## config.mk

```make
export PLATFORM = sky130hd
export DESIGN_NAME = pipe_stage_reg
export DESIGN_NICKNAME = d
export VERILOG_FILES = /design/src/rtl/pipe_pkg.sv /design/src/rtl/pipe_slot.sv /design/src/rtl/pipe_stage_reg.sv
export SDC_FILE = /design/constraint.sdc
export NUM_CORES = 1
export LEC_CHECK = 0
export BUFFER_PORTS_ARGS = -buffer_cell sky130_fd_sc_hd__buf_4
export CORE_UTILIZATION = 42
export CTS_CLUSTER_SIZE = 25
export DETAILED_ROUTE_END_ITERATION = 8
export PLACE_DENSITY = 0.65
export SETUP_SLACK_MARGIN = 0.3
export SLEW_MARGIN = 20
export SYNTH_ARGS = -nofsm -noshare
export SYNTH_HDL_FRONTEND = slang
export SYNTH_SLANG_ARGS = --single-unit
export TNS_END_PERCENT = 10
```

## constraint.sdc

```tcl
create_clock -name clk -period 1.9 [get_ports clk]
set_input_delay 0.285 -clock clk [delete_from_list [all_inputs] [get_ports clk]]
set_output_delay 0.285 -clock clk [all_outputs]
set_load 0.02 [all_outputs]
```

## src/rtl/pipe_pkg.sv

```systemverilog
// Shared types and defaults for the pipeline stage registers.
// Control triple carried alongside every stage payload.
package pipe_pkg;

  typedef struct packed {
    logic wreg;
    logic m2reg;
    logic wmem;
  } pipe_ctrl_t;

  localparam int DEF_DATA_W = 32;
  localparam int DEF_RN_W   = 5;
  localparam int CTRL_W     = $bits(pipe_ctrl_t);

endpackage

```

## src/rtl/pipe_slot.sv

```systemverilog
// One payload slot of a stage register: valid bit, control,
// ALU result and destination register.
module pipe_slot
  import pipe_pkg::*;
#(
  parameter int DATA_W = DEF_DATA_W,
  parameter int RN_W   = DEF_RN_W
) (
  input  logic              clk,
  input  logic              rst,
  input  logic              clr,
  input  logic              ld,
  input  logic              take,
  input  logic [CTRL_W-1:0] d_ctrl,
  input  logic [DATA_W-1:0] d_alu,
  input  logic [RN_W-1:0]   d_rn,
  output logic              vld,
  output logic [CTRL_W-1:0] ctrl,
  output logic [DATA_W-1:0] alu,
  output logic [RN_W-1:0]   rn
);

  logic              vld_q, vld_d;
  logic [CTRL_W-1:0] ctrl_q, ctrl_d;
  logic [DATA_W-1:0] alu_q, alu_d;
  logic [RN_W-1:0]   rn_q, rn_d;

  // clr kills the entry but keeps the payload visible on the bus
  always_comb begin
    vld_d  = vld_q;
    ctrl_d = ctrl_q;
    alu_d  = alu_q;
    rn_d   = rn_q;
    if (clr) begin
      vld_d  = 1'b0;
      ctrl_d = '0;
    end else if (ld) begin
      vld_d  = 1'b1;
      ctrl_d = d_ctrl;
      alu_d  = d_alu;
      rn_d   = d_rn;
    end else if (take) begin
      vld_d  = 1'b0;
    end
  end

  always_ff @(posedge clk) begin
    if (rst) begin
      vld_q  <= 1'b0;
      ctrl_q <= '0;
      alu_q  <= '0;
      rn_q   <= '0;
    end else begin
      vld_q  <= vld_d;
      ctrl_q <= ctrl_d;
      alu_q  <= alu_d;
      rn_q   <= rn_d;
    end
  end

  assign vld  = vld_q;
  assign ctrl = ctrl_q;
  assign alu  = alu_q;
  assign rn   = rn_q;

endmodule

```

## src/rtl/pipe_stage_reg.sv

```systemverilog
// Stage boundary register with ready/valid handshake, flush,
// optional skid slot and saturating stall counter.
module pipe_stage_reg
  import pipe_pkg::*;
#(
  parameter int DATA_W = DEF_DATA_W,
  parameter int RN_W   = DEF_RN_W,
  parameter int SKID   = 1,
  parameter int CNT_W  = 16
) (
  input  logic              clk,
  input  logic              rst,
  input  logic              flush,
  input  logic              in_valid,
  output logic              in_ready,
  input  logic              in_wreg,
  input  logic              in_m2reg,
  input  logic              in_wmem,
  input  logic [DATA_W-1:0] in_alu,
  input  logic [RN_W-1:0]   in_rn,
  output logic              out_valid,
  input  logic              out_ready,
  output logic              out_wreg,
  output logic              out_m2reg,
  output logic              out_wmem,
  output logic [DATA_W-1:0] out_alu,
  output logic [RN_W-1:0]   out_rn,
  output logic [CNT_W-1:0]  stall_cnt
);

  pipe_ctrl_t        in_c, m_c;
  logic              acc, drn;
  logic              m_vld, m_ld, m_src_s;
  logic [CTRL_W-1:0] m_ctrl, m_dctrl;
  logic [DATA_W-1:0] m_alu, m_dalu;
  logic [RN_W-1:0]   m_rn, m_drn;
  logic              s_vld;
  logic [CTRL_W-1:0] s_ctrl;
  logic [DATA_W-1:0] s_alu;
  logic [RN_W-1:0]   s_rn;
  logic [CNT_W-1:0]  stall_cnt_q, stall_cnt_d;

  assign in_c.wreg  = in_wreg;
  assign in_c.m2reg = in_m2reg;
  assign in_c.wmem  = in_wmem;

  // flush blocks both the accept and the drain of this cycle
  assign acc = in_valid && in_ready && !flush;
  assign drn = m_vld && out_ready && !flush;

  always_comb begin
    m_src_s = drn && s_vld;
    m_ld    = (acc && (!m_vld || drn)) || m_src_s;
    m_dctrl = m_src_s ? s_ctrl : in_c;
    m_dalu  = m_src_s ? s_alu : in_alu;
    m_drn   = m_src_s ? s_rn : in_rn;
  end

  pipe_slot #(.DATA_W(DATA_W), .RN_W(RN_W)) u_m (
    .clk    (clk),
    .rst    (rst),
    .clr    (flush),
    .ld     (m_ld),
    .take   (drn),
    .d_ctrl (m_dctrl),
    .d_alu  (m_dalu),
    .d_rn   (m_drn),
    .vld    (m_vld),
    .ctrl   (m_ctrl),
    .alu    (m_alu),
    .rn     (m_rn)
  );

  generate
    if (SKID != 0) begin : g_skid
      logic s_ld, s_take;
      assign s_ld   = acc && m_vld && !drn;
      assign s_take = drn && s_vld;
      assign in_ready = !s_vld;

      pipe_slot #(.DATA_W(DATA_W), .RN_W(RN_W)) u_s (
        .clk    (clk),
        .rst    (rst),
        .clr    (flush),
        .ld     (s_ld),
        .take   (s_take),
        .d_ctrl (in_c),
        .d_alu  (in_alu),
        .d_rn   (in_rn),
        .vld    (s_vld),
        .ctrl   (s_ctrl),
        .alu    (s_alu),
        .rn     (s_rn)
      );
    end else begin : g_noskid
      assign s_vld    = 1'b0;
      assign s_ctrl   = '0;
      assign s_alu    = '0;
      assign s_rn     = '0;
      assign in_ready = !m_vld || out_ready;
    end
  endgenerate

  always_comb begin
    stall_cnt_d = stall_cnt_q;
    if (m_vld && !out_ready && !flush && stall_cnt_q != '1)
      stall_cnt_d = stall_cnt_q + 1'b1;
  end

  always_ff @(posedge clk) begin
    if (rst) stall_cnt_q <= '0;
    else     stall_cnt_q <= stall_cnt_d;
  end

  assign m_c       = pipe_ctrl_t'(m_ctrl);
  assign out_valid = m_vld;
  assign out_wreg  = m_vld & m_c.wreg;
  assign out_m2reg = m_vld & m_c.m2reg;
  assign out_wmem  = m_vld & m_c.wmem;
  assign out_alu   = m_alu;
  assign out_rn    = m_rn;
  assign stall_cnt = stall_cnt_q;

endmodule
```

==> summary.txt <==
Drt
  – Via Count: 3,772
  – 1st-iter DRT viols: 130
  – Vias per cell: 5.27
  – # DRC: 0
  – Post-route ant nets: 0
  – Final WL: 10,900 microns
  – DRT Pass-1 Iters: 4
  – DR WL/cell: 15.3 microns

CTS
  – CTS root buf: clkbuf_8
  – TritonCTS clock tree: built
  – H-tree depth: 3
  – CTS Buffer Depth: 2
  – Worst skew pair latency: 0.36 ns
  – Num CTS Buffers: 9
  – Clock-pin transition on the worst setup and hold timing paths: 0.10 ns
  – CTS Sinks: 98

Critical path
  – WP data required: 2.15 ns
  – Setup crit end kind: register
  – CP delay by family, top: simple AND/OR/NAND/NOR gates
  – Critical Path Start: stall_cnt[13]
  – RR Startpoint: stall_cnt[13]
  – Slowest cell on crit path: nor4_4
  – Worst Setup EP: stall_cnt[5]
  – CP cell instances: nand4_1, nor4_4, buf_2, or4_1, a21oi_1
  – Reg2Reg Depth: 5
  – Crit path depth: 5
  – Flop-to-flop setup slack: 0.30 ns
  – Crit path kind: reg2reg
  – Buf+Inv Stages, Crit Path: 1
  – Slowest stage delay, CP: 0.41 ns
  – CP Launch Type: register
  – Critical path arrival: 1.85 ns
  – CP max FO: 6
  – Reg-to-reg endpoint: stall_cnt[5]

Global routing
  – Vias in the first global route: 3,384
  – First-pass GRT wire length: 16,700 microns
  – Pin count of the biggest net entering global routing: 45
  – Overflow after GRT: 0
  – Total track usage: 20.8%
  – Initial antenna violation count: 0

Floorplanning
  – Chip height: 101 microns
  – Die X: 101 microns
  – Total Die Area: 0.0102 sq mm
  – Initial Util: 44.1%
  – Rows: 35
  – Core ar.: 0.00937 sq mm
  – # IOs: 103

STA
  – Fmax: 625 MHz
  – # setup viols final: 0
  – Final worst slack: 0.300 ns
  – Fin. Hold Viols: 0
  – Slew @ Worst Pin: 0.480 ns
  – Final min period: 1.60 ns
  – Rel. slew slack: 68.0%
  – Setup TNS: 0 ns
  – Clk_skew: 0.0176 ns
  – Final period util: 84.2%
  – Hold_ws: 0.154 ns
  – RSZ-0062 raised after global routing: true
  – Slew Viols, Final: 0

Synth
  – Mapped cell area: 0.00413 sq mm
  – Synthesis warning total: 0
  – EDFF count, synth: 0
  – Fraction of registers with async set/reset: 0%
  – Synth cell types: 46
  – Sequential element share of the synthesized area: 47.5%
  – #FFs+latches synth: 98
  – Primary FF master, synth: dfxtp_1
  – Post-Syn Area per Cell: 8.84 sq um
  – Mapped Nets: 513
  – Mapped Cells: 467

Finish
  – Commonest non-fill, non-tap cells in the layout: 125 x buf_4, 86 x nand2_1, 83 x dfxtp_1
  – # diodes: 0
  – Final core utilization: 60.4%
  – Commonest non-fill, non-tap cell in the layout: buf_4
  – Final Cell Area: 0.00566 sq mm
  – Share of cells above drive strength 1: 33.4%
  – Nets@finish: 628
  – Area Growth Syn to Fin: 37.0%

Placement
  – Area post-placement: 0.00508 sq mm
  – # port buffers: 102
  – GP Congestion: 0.759
  – Pre-CTS setup slack: 0.190 ns
  – Hpwl dp: 6430 microns

Outcome
  – Outcome: finished clean

Power and ir drop
  – P per Cell Area: 701 mW/mm^2
  – Maximum vdd drop: 362 uV
  – Lkg Pwr: 2.46 nW

Job
  – Max Cap Viol: 0

Hold path
  – Worst min path class: in2reg
## layout make-up
cell class	instances	area [sq um]
clock buffer	11	131
fill	852	3710
multi-input combinational	333	2140
clock inverter	5	61.3
sequential	98	2000
timing repair buffer	138	1160
inverter	2	7.51
tap	129	161
## layer usage
layer  vias to the layer above  GRT usage, %  wire [microns]
li1                       1858             -               -
met4                         0          7.36             154
met2                       102          33.9            5240
met5                         -             0               0
met1                      1800          27.6            5020
met3                        12          3.80             531
## cell families (layout without fill, tap and decap cells)
logic type,after synthesis,after routing,share of synthesized area (%)
AND/OR/NAND/NOR,183,183,21.7
AO/OA/AOI/OAI,103,103,15.5
flip-flops,98,98,47.5
multiplexers,46,46,11.2
buffers and inverters,36,156,3.76
adder cells (fa/ha/maj),1,1,0.303
## worst register-to-register path, stage by stage (launching register included)
cell     delay, ns
dfxtp_4       0.38
nand4_1       0.31
nor4_4        0.41
buf_2         0.21
or4_1         0.12
a21oi_1       0.06
## Yosys cell counts (2+ instances only)
cell / count / area (sq um)
a211oi_1: 41 / 308
or4_1: 3 / 22.5
mux2i_1: 43 / 430
and2_1: 3 / 18.8
a21oi_1: 49 / 245
clkbuf_1: 19 / 71.3
nor4_2: 2 / 25.0
nand3_1: 3 / 15.0
buf_2: 13 / 65.1
nand4_1: 3 / 18.8
mux2_1: 3 / 33.8
or2_2: 2 / 12.5
dfxtp_1: 98 / 1960
inv_1: 2 / 7.51
nor2b_1: 4 / 25.0
o21ai_0: 6 / 30.0
or3_1: 5 / 31.3
o31ai_1: 3 / 22.5
nand2b_1: 3 / 18.8
nor4_1: 2 / 12.5
nand2_1: 86 / 323
nor2_1: 48 / 180
nor3_1: 3 / 15.0
## flip-flops by register name, indices dropped and copies added (netlist names)
| name | count |
|---|---|
| g_skid.u_s.alu | 32 |
| g_skid.u_s.ctrl | 3 |
| g_skid.u_s.rn | 5 |
| g_skid.u_s.vld | 1 |
| stall_cnt | 16 |
| u_m.alu | 32 |
| u_m.ctrl | 3 |
| u_m.rn | 5 |
| u_m.vld | 1 |
## report_power, final
group	internal, mW	switching, mW
combinational	0.222	0.257
clock	0.621	0.728
sequential	2.10	0.0337
total	2.95	1.02
## worst min-delay path by stage
stage,slack (ns),depth (start not counted),startpoint,end
finish,0.15,2,out_ready,g_skid.u_s.vld
global route,0.14,2,out_ready,g_skid.u_s.vld
floorplan,0.39,1,out_ready,g_skid.u_s.vld
CTS,0.15,2,out_ready,g_skid.u_s.vld
global placement,0.44,2,g_skid.u_s.alu[5],g_skid.u_s.alu[5]
detailed placement,0.45,2,g_skid.u_s.alu[26],g_skid.u_s.alu[26]
## per-stage QoR
step | power [mW] | instances
after CTS | 4.00 | 696
final | 3.97 | 716
after global routing | 4.13 | 716
after floorplan | 2.42 | 467
after global placement | 2.62 | 674
after detailed placement | 2.63 | 674
## repair_timing
item                                    in CTS  in global routing
hold endpoints to repair                     0                  0
endpoints found under the setup margin      66                 97
hold buffers                                 0                  0
gates resized for setup                      2                 34
pin swaps                                    2                  9
setup buffers                                4                 17
cloned                                       2                  3
Power figures use the tool's default switching activity.
